### config.mk
export PLATFORM = sky130hd
export DESIGN_NAME = instruction_loader
export DESIGN_NICKNAME = d
export VERILOG_FILES = /design/src/rtl/instruction_loader.sv
export SDC_FILE = /design/constraint.sdc
export NUM_CORES = 1
export LEC_CHECK = 0
export ABC_AREA = 1
export CORE_MARGIN = 5
export CORE_UTILIZATION = 49
export DETAILED_ROUTE_END_ITERATION = 10
export PLACE_DENSITY = 0.84
export SYNTH_ARGS = -nofsm -noshare
export SYNTH_HDL_FRONTEND = slang
export SYNTH_SLANG_ARGS = --single-unit
### constraint.sdc
create_clock -name clk -period 3.7 [get_ports clk]
set_input_delay 0.74 -clock clk [delete_from_list [all_inputs] [get_ports clk]]
set_output_delay 0.74 -clock clk [all_outputs]
set_load 0.01 [all_outputs]
### src/rtl/instruction_loader.sv
// instruction_loader: receives a byte stream (16-bit word count, big-endian
// payload words, XOR checksum) and writes the words to consecutive
// instruction-memory addresses while holding the processor in reset.
//
// Handshake: a byte moves from the producer into the loader on a rising
// edge where ByteValid and ByteReady are both high. ByteReady depends only on
// the current state. It never depends on ByteValid. The producer may keep
// ByteValid low for any length of time, and the loader then holds its state.
module instruction_loader #(
  parameter int          MEMORY_DEPTH = 64,
  parameter logic [31:0] BASE_ADDRESS = 32'h0040_0000
) (
  input  logic        clk,
  input  logic        reset,
  input  logic        Start,
  input  logic [7:0]  ByteIn,
  input  logic        ByteValid,
  output logic        ByteReady,
  output logic [31:0] MemAddress,
  output logic [31:0] MemData,
  output logic        MemWrite,
  output logic        CpuReset,
  output logic        Busy,
  output logic        Done,
  output logic        Error,
  output logic        UnsupportedOp,
  output logic [2:0]  DebugState
);

  typedef enum logic [2:0] {
    S_IDLE    = 3'd0,
    S_CNT_HI  = 3'd1,
    S_CNT_LO  = 3'd2,
    S_RX_WORD = 3'd3,
    S_WRITE   = 3'd4,
    S_CHECK   = 3'd5,
    S_DONE    = 3'd6,
    S_ERROR   = 3'd7
  } state_t;

  // The count is widened by one bit so the comparison cannot wrap.
  localparam logic [16:0] DEPTH_17 = 17'(MEMORY_DEPTH);

  state_t      state_q, state_d;
  logic [15:0] count_q, count_d;
  logic [15:0] word_idx_q, word_idx_d;
  logic [1:0]  byte_idx_q, byte_idx_d;
  logic [23:0] shift_q, shift_d;
  logic [7:0]  xor_q, xor_d;
  logic [31:0] mem_addr_q, mem_addr_d;
  logic [31:0] mem_data_q, mem_data_d;
  logic        cpu_reset_q, cpu_reset_d;
  logic        unsup_q, unsup_d;

  logic        byte_fire;
  logic [15:0] count_full;
  logic [16:0] next_word;

  // Opcodes the processor's control decoder implements.
  function automatic logic op_supported(input logic [5:0] op);
    case (op)
      6'h00, 6'h02, 6'h03, 6'h04, 6'h05,
      6'h08, 6'h0C, 6'h0D, 6'h0F, 6'h23: op_supported = 1'b1;
      default:                           op_supported = 1'b0;
    endcase
  endfunction

  // Ready and status outputs are decoded directly from the state.
  always_comb begin
    ByteReady = (state_q == S_CNT_HI) || (state_q == S_CNT_LO) ||
                (state_q == S_RX_WORD) || (state_q == S_CHECK);
    Busy      = (state_q != S_IDLE) && (state_q != S_DONE) && (state_q != S_ERROR);
    MemWrite  = (state_q == S_WRITE);
    Done      = (state_q == S_DONE);
    Error     = (state_q == S_ERROR);
  end

  assign MemAddress    = mem_addr_q;
  assign MemData       = mem_data_q;
  assign CpuReset      = cpu_reset_q;
  assign UnsupportedOp = unsup_q;
  assign DebugState    = state_q;

  assign byte_fire  = ByteValid && ByteReady;
  assign count_full = {count_q[15:8], ByteIn};
  assign next_word  = {1'b0, word_idx_q} + 17'd1;

  // Next-state and datapath update for every state.
  always_comb begin
    state_d     = state_q;
    count_d     = count_q;
    word_idx_d  = word_idx_q;
    byte_idx_d  = byte_idx_q;
    shift_d     = shift_q;
    xor_d       = xor_q;
    mem_addr_d  = mem_addr_q;
    mem_data_d  = mem_data_q;
    cpu_reset_d = cpu_reset_q;
    unsup_d     = unsup_q;

    case (state_q)
      S_IDLE, S_DONE, S_ERROR: begin
        if (Start) begin
          state_d     = S_CNT_HI;
          word_idx_d  = 16'd0;
          byte_idx_d  = 2'd0;
          xor_d       = 8'd0;
          unsup_d     = 1'b0;
          cpu_reset_d = 1'b1;
        end
      end

      S_CNT_HI: begin
        if (byte_fire) begin
          count_d = {ByteIn, 8'h00};
          xor_d   = xor_q ^ ByteIn;
          state_d = S_CNT_LO;
        end
      end

      S_CNT_LO: begin
        if (byte_fire) begin
          count_d    = count_full;
          xor_d      = xor_q ^ ByteIn;
          byte_idx_d = 2'd0;
          if ({1'b0, count_full} > DEPTH_17) begin
            state_d = S_ERROR;
          end else if (count_full == 16'd0) begin
            state_d = S_CHECK;
          end else begin
            state_d = S_RX_WORD;
          end
        end
      end

      S_RX_WORD: begin
        if (byte_fire) begin
          xor_d      = xor_q ^ ByteIn;
          byte_idx_d = byte_idx_q + 2'd1;
          shift_d    = {shift_q[15:0], ByteIn};
          if (byte_idx_q == 2'd3) begin
            // Address and data are latched here so they stay stable for
            // the whole write cycle.
            mem_data_d = {shift_q, ByteIn};
            mem_addr_d = BASE_ADDRESS + {14'd0, word_idx_q, 2'b00};
            state_d    = S_WRITE;
          end
        end
      end

      S_WRITE: begin
        word_idx_d = next_word[15:0];
        if (!op_supported(mem_data_q[31:26])) begin
          unsup_d = 1'b1;
        end
        if (next_word < {1'b0, count_q}) begin
          state_d = S_RX_WORD;
        end else begin
          state_d = S_CHECK;
        end
      end

      S_CHECK: begin
        if (byte_fire) begin
          if (ByteIn == xor_q) begin
            state_d     = S_DONE;
            cpu_reset_d = 1'b0;
          end else begin
            state_d = S_ERROR;
          end
        end
      end

      default: state_d = S_IDLE;
    endcase
  end

  // State and datapath registers; reset clears every output source.
  always_ff @(posedge clk or posedge reset) begin
    if (reset) begin
      state_q     <= S_IDLE;
      count_q     <= 16'd0;
      word_idx_q  <= 16'd0;
      byte_idx_q  <= 2'd0;
      shift_q     <= 24'd0;
      xor_q       <= 8'd0;
      mem_addr_q  <= 32'd0;
      mem_data_q  <= 32'd0;
      cpu_reset_q <= 1'b0;
      unsup_q     <= 1'b0;
    end else begin
      state_q     <= state_d;
      count_q     <= count_d;
      word_idx_q  <= word_idx_d;
      byte_idx_q  <= byte_idx_d;
      shift_q     <= shift_d;
      xor_q       <= xor_d;
      mem_addr_q  <= mem_addr_d;
      mem_data_q  <= mem_data_d;
      cpu_reset_q <= cpu_reset_d;
      unsup_q     <= unsup_d;
    end
  end

endmodule

==> impl_metrics.toml, run 1 <==
[die]
die_y_um = 118
dieArea_um2 = 14000
rows = 39
die_x_um = 118
core_um2 = 11500
ioPinCount = 86
initial_core_util_pct = 50.0

[global_route]
antenna_found_initial = 0
grt_usage_pct = 19.0
grt_overflow = 0
grt_max_degree = 92
grt_first_pass_wirelength_um = 21600
grt_pass1_vias = 4392

[cells_and_area]
post_layout_nonfiller_instances = 889
n_antenna_cell = 0
fin_nets = 762
drive_gt1_share_pct = 8.71
syn_to_final_growth_pct = 24.1

[sta]
fin_crit_sh_pct = 81.1
relSlewSlack_pct = 44.4
max_freq_mhz = 333
finalCriticalPeriod_ns = 3.00
slew_viol_final = 0
fin_ws_ns = 0.701
finalSetupViolCount = 0
fin_tns_setup_ns = 0
hold_violations = 0
worst_pin_slew_ns = 0.834
grt_setup_unrepaired = "no"
clock_skew_ns = 0.00633

[clock_network]
cts_tree = "done"
post_cts_buffers = 0
numCtsBuffers = 17
cts_sinks = 120
clk_latency_ns = 0.42
htree_levels = 4
clkSlewWorstSetupHoldPaths_ns = 0.06
root_buffer = "clkbuf_16"
cts_buffer_depth = 2
cts_resized = 0
hold_buffers = 0

[logic_synthesis]
ys_seq_elements = 120
synth_most_common_cell = "nand2_1"
yosysUniqueCellTypes = 36
synth-main-ff-cell = "dfrtp_1"
yosysTopAreaCell = "dfrtp_1"
synth_top_area_share_pct = 52.3
synthTopCellsByCount = "nand2_1 (147), dfrtp_1 (120), inv_1 (99)"
ys_seq_area_share_pct = 52.3
yosys_warnings = 0
synth_edf_count = 0
synth.area.top_cells = "dfrtp_1 (52%), nand2_1 (9.6%), o21ai_0 (7.8%), inv_1 (6.5%), ha_1 (3.7%)"
avgSynthCellArea_um2 = 8.70
synthArstFlopShare_pct = 100
synth_area_um2 = 5740
synthCells = 660

[routing]
wl_per_cell_um = 14.2
drc = 0
route.vias.total = 4510
routed_wl_um = 12600
dr.pass1.iters = 5
ant_nets = 0
first_iter_violations = 294
via_per_inst = 5.07

[power_and_ir_drop]
power_frac_comb_pct = 28.2
power_frac_seq_pct = 37.5
p_per_area_nw_per_um2 = 676
p_int_uw = 3080
total_power_uw = 4820
p_sw_uw = 1740
power_leakage_uw = 0.00355
vdd_ir_drop_max_mv = 0.447
p_sw_share_pct = 36.0
clkPwrFrac_pct = 34.3

[placement]
place_inst = 857
routabilityCongestion = 0.896
dp.final_hpwl_um = 8630
dpl_worst_slack_ns = 0.604
io_buffers = 70

[run]
drv_cap = 0

[worst_setup_path]
crit_fanout = 7
worst_r2r_path_depth = 20
max_stage_delay_ns = 0.56
worstSetupStartpointType = "register"
cp_cell_sequence = "inv_1, nor2_1, nand2_1, inv_1, clkdlybuf4s50_1"
critPathKind = "register to primary output"
cp_data_required_time_ns = 2.96
cpMostUsedCell = "inv_1"
arrival_ns = 2.26
setup.worst_path.end_class = "primary output"
slowest_stage = "clkdlybuf4s50_1"

[worst_hold_path]
hold_path_class = "register to register"
holdPathStages = 2

[status]
outcome = "finished clean"
-- flip-flops by register name, summed over array words and instances (netlist names), 2 cells and up --
register    flops
DebugState      3
MemAddress     17
MemData        32
byte_idx_q      2
count_q        16
shift_q        24
word_idx_q     16
xor_q           8
-- kinds of logic (layout without fill, tap and decap cells) --
group / Yosys count / in the layout / share of synthesized area (%)
XOR/XNOR: 18 / 18 / 2.75
multiplexers: 6 / 6 / 1.50
flip-flops: 120 / 120 / 52.3
adder cells (fa/ha/maj): 17 / 17 / 3.71
buffers and inverters: 137 / 209 / 10.4
AND/OR/NAND/NOR: 243 / 243 / 18.3
other: 1 / 15 / 0.0653
AO/OA/AOI/OAI: 118 / 118 / 11.0
-- layout by cell type (no fill, tap or decap), types with 2 or more instances in the layout --
master	count
nand4_1	7
buf_12	2
a21o_1	2
nor2_2	4
nor3_1	4
mux2_4	5
or2_2	2
xor2_1	18
nand3_1	38
clkinvlp_4	3
clkdlybuf4s50_1	70
nand2_2	5
nand2_1	147
nor2_1	30
o22ai_1	5
o21ai_1	5
inv_2	4
inv_1	98
inv_8	7
clkbuf_16	17
o21ai_0	90
nor4_1	2
inv_6	3
dfrtp_1	120
nand2_4	2
ha_1	17
a21oi_1	10
conb_1	15
-- metrics by stage --
stage | instance area [um^2] | hold WS [ns] | utilization, %
floorplan | 5800 | 0.453 | -
global placement | 6520 | 0.449 | 56.9
detailed placement | 6520 | 0.457 | 56.9
CTS | 7120 | 0.473 | 62.1
global route | 7120 | 0.503 | 62.1
finish | 7120 | 0.464 | 62.1
-- layout make-up --
type | count | area (um^2)
Timing Repair Buffer | 73 | 748
Tap cell | 143 | 179
Fill cell | 933 | 4350
Clock buffer | 17 | 425
Multi-Input combinational cell | 417 | 2190
Clock inverter | 15 | 175
Inverter | 104 | 395
Sequential cell | 120 | 3000
-- power by group through the flow --
stage               logic [uW]  clock network, uW  registers [uW]
floorplan                  938                  0            1800
finish                    1360               1650            1810
CTS                       1370               1670            1800
global route              1550               1740            1840
global placement          1300                  0            1800
detailed placement        1340                  0            1820
-- critical path, delay by kind of cell, from the launching register on --
family                 cells  cell delay, ns
buffers and inverters      3            0.86
AND/OR/NAND/NOR            2            0.48
flip-flops                 1            0.49
-- final timing paths --
check / startpoint / end / slack [ns]
hold reg to reg: MemAddress[22] / MemAddress[22] / 0.46
setup reg to reg: word_idx_q[0] / DebugState[2] / 0.89
hold / removal: MemAddress[22] / MemAddress[22] / 0.46
min in group asynchronous: reset / MemAddress[22] / 0.82
setup / recovery: DebugState[2] / MemWrite / 0.70
max in group asynchronous: reset / DebugState[1] / 2.17
-- metal layers --
| metal | wire, um | track usage (%) | vias up |
|---|---|---|---|
| li1 | - | - | 2218 |
| met1 | 5700 | 26.2 | 2130 |
| met2 | 5950 | 29.3 | 147 |
| met3 | 795 | 5.30 | 15 |
| met4 | 173 | 5.66 | 0 |
| met5 | 0 | 0 | - |
(Power assumes the default switching activity.)
==> inputs of run 2 (changes only) <==
--- a/config.mk
+++ b/config.mk
@@ -7,9 +7,9 @@
 export LEC_CHECK = 0
 export ABC_AREA = 1
 export CORE_MARGIN = 5
-export CORE_UTILIZATION = 49
+export CORE_UTILIZATION = 50
 export DETAILED_ROUTE_END_ITERATION = 10
-export PLACE_DENSITY = 0.84
+export PLACE_DENSITY = 0.83
 export SYNTH_ARGS = -nofsm -noshare
 export SYNTH_HDL_FRONTEND = slang
 export SYNTH_SLANG_ARGS = --single-unit
==> constraint.sdc (replaced) <==
create_clock -name clk -period 2.9 [get_ports clk]
set_input_delay 0.58 -clock clk [delete_from_list [all_inputs] [get_ports clk]]
set_output_delay 0.58 -clock clk [all_outputs]
set_load 0.01 [all_outputs]
==> impl_metrics.toml, run 2 (synthesized netlist as in run 1, its figures left out) <==
[sta]
slew_viol_final = 0
grt_setup_unrepaired = "no"
clock_skew_ns = 0.00530
finalCriticalPeriod_ns = 2.72
relSlewSlack_pct = 61.6
fin_crit_sh_pct = 93.7
max_freq_mhz = 368
hold_violations = 0
fin_tns_setup_ns = 0
finalSetupViolCount = 0
worst_pin_slew_ns = 0.575

[clock_network]
cts_resized = 0
hold_buffers = 0
post_cts_buffers = 0
clk_latency_ns = 0.42
htree_levels = 4
root_buffer = "clkbuf_16"
numCtsBuffers = 17
clkSlewWorstSetupHoldPaths_ns = 0.06
cts_tree = "done"
cts_sinks = 120
cts_buffer_depth = 2

[worst_hold_path]
hold_path_class = "register to register"

[die]
rows = 39
die_x_um = 117
core_um2 = 11300
initial_core_util_pct = 50.7
dieArea_um2 = 13700
ioPinCount = 86
die_y_um = 117

[global_route]
grt_overflow = 0
antenna_found_initial = 0
grt_max_degree = 61
grt_usage_pct = 21.4
grt_pass1_vias = 4597
grt_first_pass_wirelength_um = 22500

[routing]
via_per_inst = 5.18
route.vias.total = 4618
ant_nets = 0
dr.pass1.iters = 5
drc = 0
first_iter_violations = 375
routed_wl_um = 13200
wl_per_cell_um = 14.8

[worst_setup_path]
cp_cell_sequence = "inv_2, nor2_2, inv_2, nand2_2, nor2_2, inv_1, clkdlybuf4s50_1"
cp_num_cells = 7
slowest_stage = "dfrtp_1"
arrival_ns = 2.14
cp_num_buf_inv = 4
path_delay_family = "buffers and inverters"
timing.rr.start = "word_idx_q[0]"
crit_path_start = "DebugState[0]"
setup.worst_path.end_class = "primary output"
endpoint = "Busy"
max_stage_delay_ns = 0.55
r2r-end = "DebugState[2]"
r2r_slack_ns = 0.27
critPathKind = "register to primary output"
crit_fanout = 7
cp_data_required_time_ns = 2.32
worstSetupStartpointType = "register"
worst_r2r_path_depth = 17

[cells_and_area]
drive_gt1_share_pct = 9.75
n_antenna_cell = 0
fin_util_pct = 63.6
fin_nets = 765
layout_commonest_cell = "nand2_1"
largest_reg_flops = 32
syn_to_final_growth_pct = 25.4
final_cell_mix = "nand2_1 (147), dfrtp_1 (120), inv_1 (98)"

[power_and_ir_drop]
p_per_area_nw_per_um2 = 877
clkPwrFrac_pct = 35.4
p_sw_share_pct = 33.9
power_frac_comb_pct = 28.1
p_int_uw = 4170
power_leakage_uw = 0.00357
vdd_ir_drop_max_mv = 0.464
p_sw_uw = 2140
power_frac_seq_pct = 36.5

[run]
drv_cap = 0

[placement]
io_buffers = 70
dp.final_hpwl_um = 9140
routabilityCongestion = 0.935

[status]
outcome = "finished clean"
[run 2: changes by cell type in the layout (fill, tap and decap cells not counted), sizes merged]
| cell | delta |
|---|---|
| inv | -9 |
| buf | +3 |
| bufinv | +3 |
| clkinv | +3 |
| clkinvlp | +2 |
| clkbuf | +1 |
[run 2: power by group through the flow]
stage	clock [uW]	sequential, uW	combinational [uW]
floorplan	0	2300	1200
global placement	0	2300	1670
detailed placement	0	2320	1750
CTS	2270	2300	1770
global route	2370	2350	2010
finish	2240	2300	1770
[run 2: worst register-to-register path: stages (launching register included)]
cell	delay (ns)
dfrtp_1	0.39
ha_2	0.22
nand3_2	0.11
nor2_2	0.19
nand3_2	0.12
nor2_2	0.14
nand2_1	0.07
xor2_1	0.21
ha_1	0.29
a21o_1	0.17
a21oi_1	0.14
nand2_1	0.07
nor2_1	0.12
nand2_1	0.07
nand2_1	0.07
nand2_1	0.05
nand2_1	0.05
nand2_1	0.04
[run 2: metrics by stage]
| step | worst slack, ns | hold WS [ns] | instances | area (um^2) | total power, uW |
|---|---|---|---|---|---|
| floorplan | 0.558 | 0.453 | 674 | 5800 | 3490 |
| global placement | 0.384 | 0.450 | 860 | 6540 | 3970 |
| detailed placement | 0.186 | 0.463 | 860 | 6540 | 4070 |
| CTS | 0.163 | 0.477 | 892 | 7180 | 6340 |
| global route | 0.00747 | 0.509 | 892 | 7200 | 6730 |
| finish | 0.184 | 0.472 | 892 | 7200 | 6310 |
[run 2: layout make-up]
type / count / area [um^2]
fill: 907 / 4120
sequential: 120 / 3000
multi-input combinational: 417 / 2210
timing repair buffer: 76 / 771
clock buffer: 18 / 439
inverter: 104 / 395
clock inverter: 14 / 199
tap: 143 / 179
[run 2: worst min path at each step]
| stage | from | end | slack [ns] | cells past startpoint |
|---|---|---|---|---|
| finish | MemAddress[22] | MemAddress[22] | 0.47 | 2 |
| global route | MemAddress[22] | MemAddress[22] | 0.51 | 2 |
| CTS | MemAddress[22] | MemAddress[22] | 0.48 | 2 |
| detailed placement | MemAddress[22] | MemAddress[22] | 0.46 | 2 |
| global placement | MemAddress[22] | MemAddress[22] | 0.45 | 2 |
| floorplan | shift_q[2] | shift_q[10] | 0.45 | 2 |
[run 2: per-layer routing]
metal	global-route usage (%)	wire, um	share of wire [%]
met4	8.18	318	2.4
met5	0	0	0
met1	27.7	5590	42
met2	34.0	6400	49
met3	6.63	869	6.6
==> inputs of run 3 (changes only) <==
--- a/config.mk
+++ b/config.mk
@@ -8,8 +8,10 @@
 export ABC_AREA = 1
 export CORE_MARGIN = 5
 export CORE_UTILIZATION = 50
+export CTS_BUF_LIST = sky130_fd_sc_hd__clkbuf_8
 export DETAILED_ROUTE_END_ITERATION = 10
 export PLACE_DENSITY = 0.83
+export SETUP_SLACK_MARGIN = 0.5
 export SYNTH_ARGS = -nofsm -noshare
 export SYNTH_HDL_FRONTEND = slang
 export SYNTH_SLANG_ARGS = --single-unit
==> impl_metrics.toml, run 3 (synthesized netlist as in run 1, its figures left out) <==
[global_route]
grt_overflow = 0
antenna_found_initial = 0
grt_max_degree = 61
grt_first_pass_wirelength_um = 22200
grt_usage_pct = 21.1
grt_pass1_vias = 4591

[worst_setup_path]
cp_cell_sequence = "buf_4, nand3_4, nor3_4, buf_4, inv_1, nor2_2, xor2_1, ha_1, nand3_2, inv_1, nand2_1, nand2_1, nor2_2, nand2_1, nand2_1, nand2_1, nand2_1, nand2_1"
crit_fanout = 4
timing.rr.start = "word_idx_q[1]"
cp_data_required_time_ns = 3.24
cpMostUsedCell = "nand2_1"
r2r_slack_ns = 0.39
setup.worst_path.end_class = "register"
cp_num_cells = 18
path_delay_family = "simple AND/OR/NAND/NOR gates"
worst_r2r_path_depth = 18
max_stage_delay_ns = 0.41
critPathKind = "register to register"
worstSetupStartpointType = "register"
slowest_stage = "dfrtp_2"
r2r-end = "DebugState[2]"
arrival_ns = 2.85
cp_num_buf_inv = 4

[routing]
wl_per_cell_um = 15.0
route.vias.total = 4721
via_per_inst = 5.13
ant_nets = 0
drc = 0
first_iter_violations = 337
dr.pass1.iters = 5
routed_wl_um = 13800

[placement]
io_buffers = 70
routabilityCongestion = 0.935
dp.final_hpwl_um = 9140

[cells_and_area]
fin_nets = 793
drive_gt1_share_pct = 16.7
fill_cells = 888
largest_reg_flops = 32
n_antenna_cell = 0
final_cell_mix = "nand2_1 (144), dfrtp_1 (114), inv_1 (97)"
layout_commonest_cell = "nand2_1"
syn_to_final_growth_pct = 28.7

[power_and_ir_drop]
total_power_uw = 5920
power_leakage_uw = 0.00367
p_per_area_nw_per_um2 = 802
vdd_ir_drop_max_mv = 0.486

[sta]
worst_pin_slew_ns = 0.551
hold_violations = 0
grt_setup_unrepaired = "yes"
max_freq_mhz = 398
relSlewSlack_pct = 63.3
fin_tns_setup_ns = 0
finalSetupViolCount = 0
slew_viol_final = 0
fin_crit_sh_pct = 86.6
clock_skew_ns = 0.00686
finalCriticalPeriod_ns = 2.51

[clock_network]
hold_buffers = 0
cts_tree = "done"
cts_buffer_depth = 2
cts_sinks = 120
htree_levels = 4
clkSlewWorstSetupHoldPaths_ns = 0.07
numCtsBuffers = 17
root_buffer = "clkbuf_8"
clk_latency_ns = 0.45

[worst_hold_path]
holdPathStages = 2
min_from = "MemAddress[22]"
hold_path_class = "register to register"
holdPathEnd = "MemAddress[22]"

[die]
die_y_um = 117
core_um2 = 11300
die_x_um = 117
dieArea_um2 = 13700
ioPinCount = 86
initial_core_util_pct = 50.7
rows = 39

[run]
drv_cap = 0

[status]
outcome = "finished clean"
-- run 3: what timing repair did --
action / in CTS / in global routing
buffers inserted: 14 / 14
pin swaps: 8 / 18
cloned: 0 / 0
endpoints found under the setup margin: 6 / 6
gates resized for setup: 21 / 29
-- run 3: power breakdown --
| part | switching, uW | leakage, uW | internal [uW] |
|---|---|---|---|
| logic | 1220 | 0.00190 | 731 |
| registers | 223 | 0.00156 | 2070 |
| clock network | 715 | 0.000211 | 963 |
-- run 3: metal layers --
layer / share of wire (%) / track usage [%]
met3: 6.0 / 6.32
met2: 49 / 33.6
met1: 43 / 27.4
met4: 2.0 / 7.57
met5: 0 / 0
-- run 3: worst register-to-register path: stages, from the launching register on --
cell and delay (ns):
dfrtp_2 0.41, buf_4 0.13, nand3_4 0.09, nor3_4 0.24, buf_4 0.16, inv_1 0.04, nor2_2 0.13, xor2_1 0.27
ha_1 0.30, nand3_2 0.10, inv_1 0.05, nand2_1 0.06, nand2_1 0.05, nor2_2 0.09, nand2_1 0.06, nand2_1 0.07
nand2_1 0.05, nand2_1 0.05, nand2_1 0.04
-- run 3: final cells by class --
class                   count  area [um^2]  share of cell area, %
multi-input cells         417         2360                   32.0
clock inverters            14          199                   2.69
well taps                 143          179                   2.42
repair buffers            104          993                   13.4
flip-flops and latches    120         3010                   40.7
clock buffers              18          248                   3.35
inverters                 104          395                   5.35
-- run 3: how the worst max path moves through the flow --
stage	slack (ns)	to	from
2_1_floorplan	0.56	DebugState[2]	word_idx_q[0]
3_3_place_gp	0.38	DebugState[2]	word_idx_q[0]
3_5_place_dp	0.19	DebugState[2]	word_idx_q[0]
4_1_cts	0.32	MemWrite	DebugState[2]
5_1_grt	0.19	DebugState[2]	word_idx_q[1]
6_report	0.39	DebugState[2]	word_idx_q[1]
-- run 3: through the flow --
step	setup WS [ns]	hold slack, ns	utilization, %	std cells	instance area, um^2
CTS	0.315	0.481	63.3	906	7160
global placement	0.384	0.450	57.8	860	6540
floorplan	0.558	0.453	-	674	5800
detailed placement	0.186	0.463	57.8	860	6540
global route	0.189	0.514	65.3	920	7390
finish	0.389	0.479	65.3	920	7390
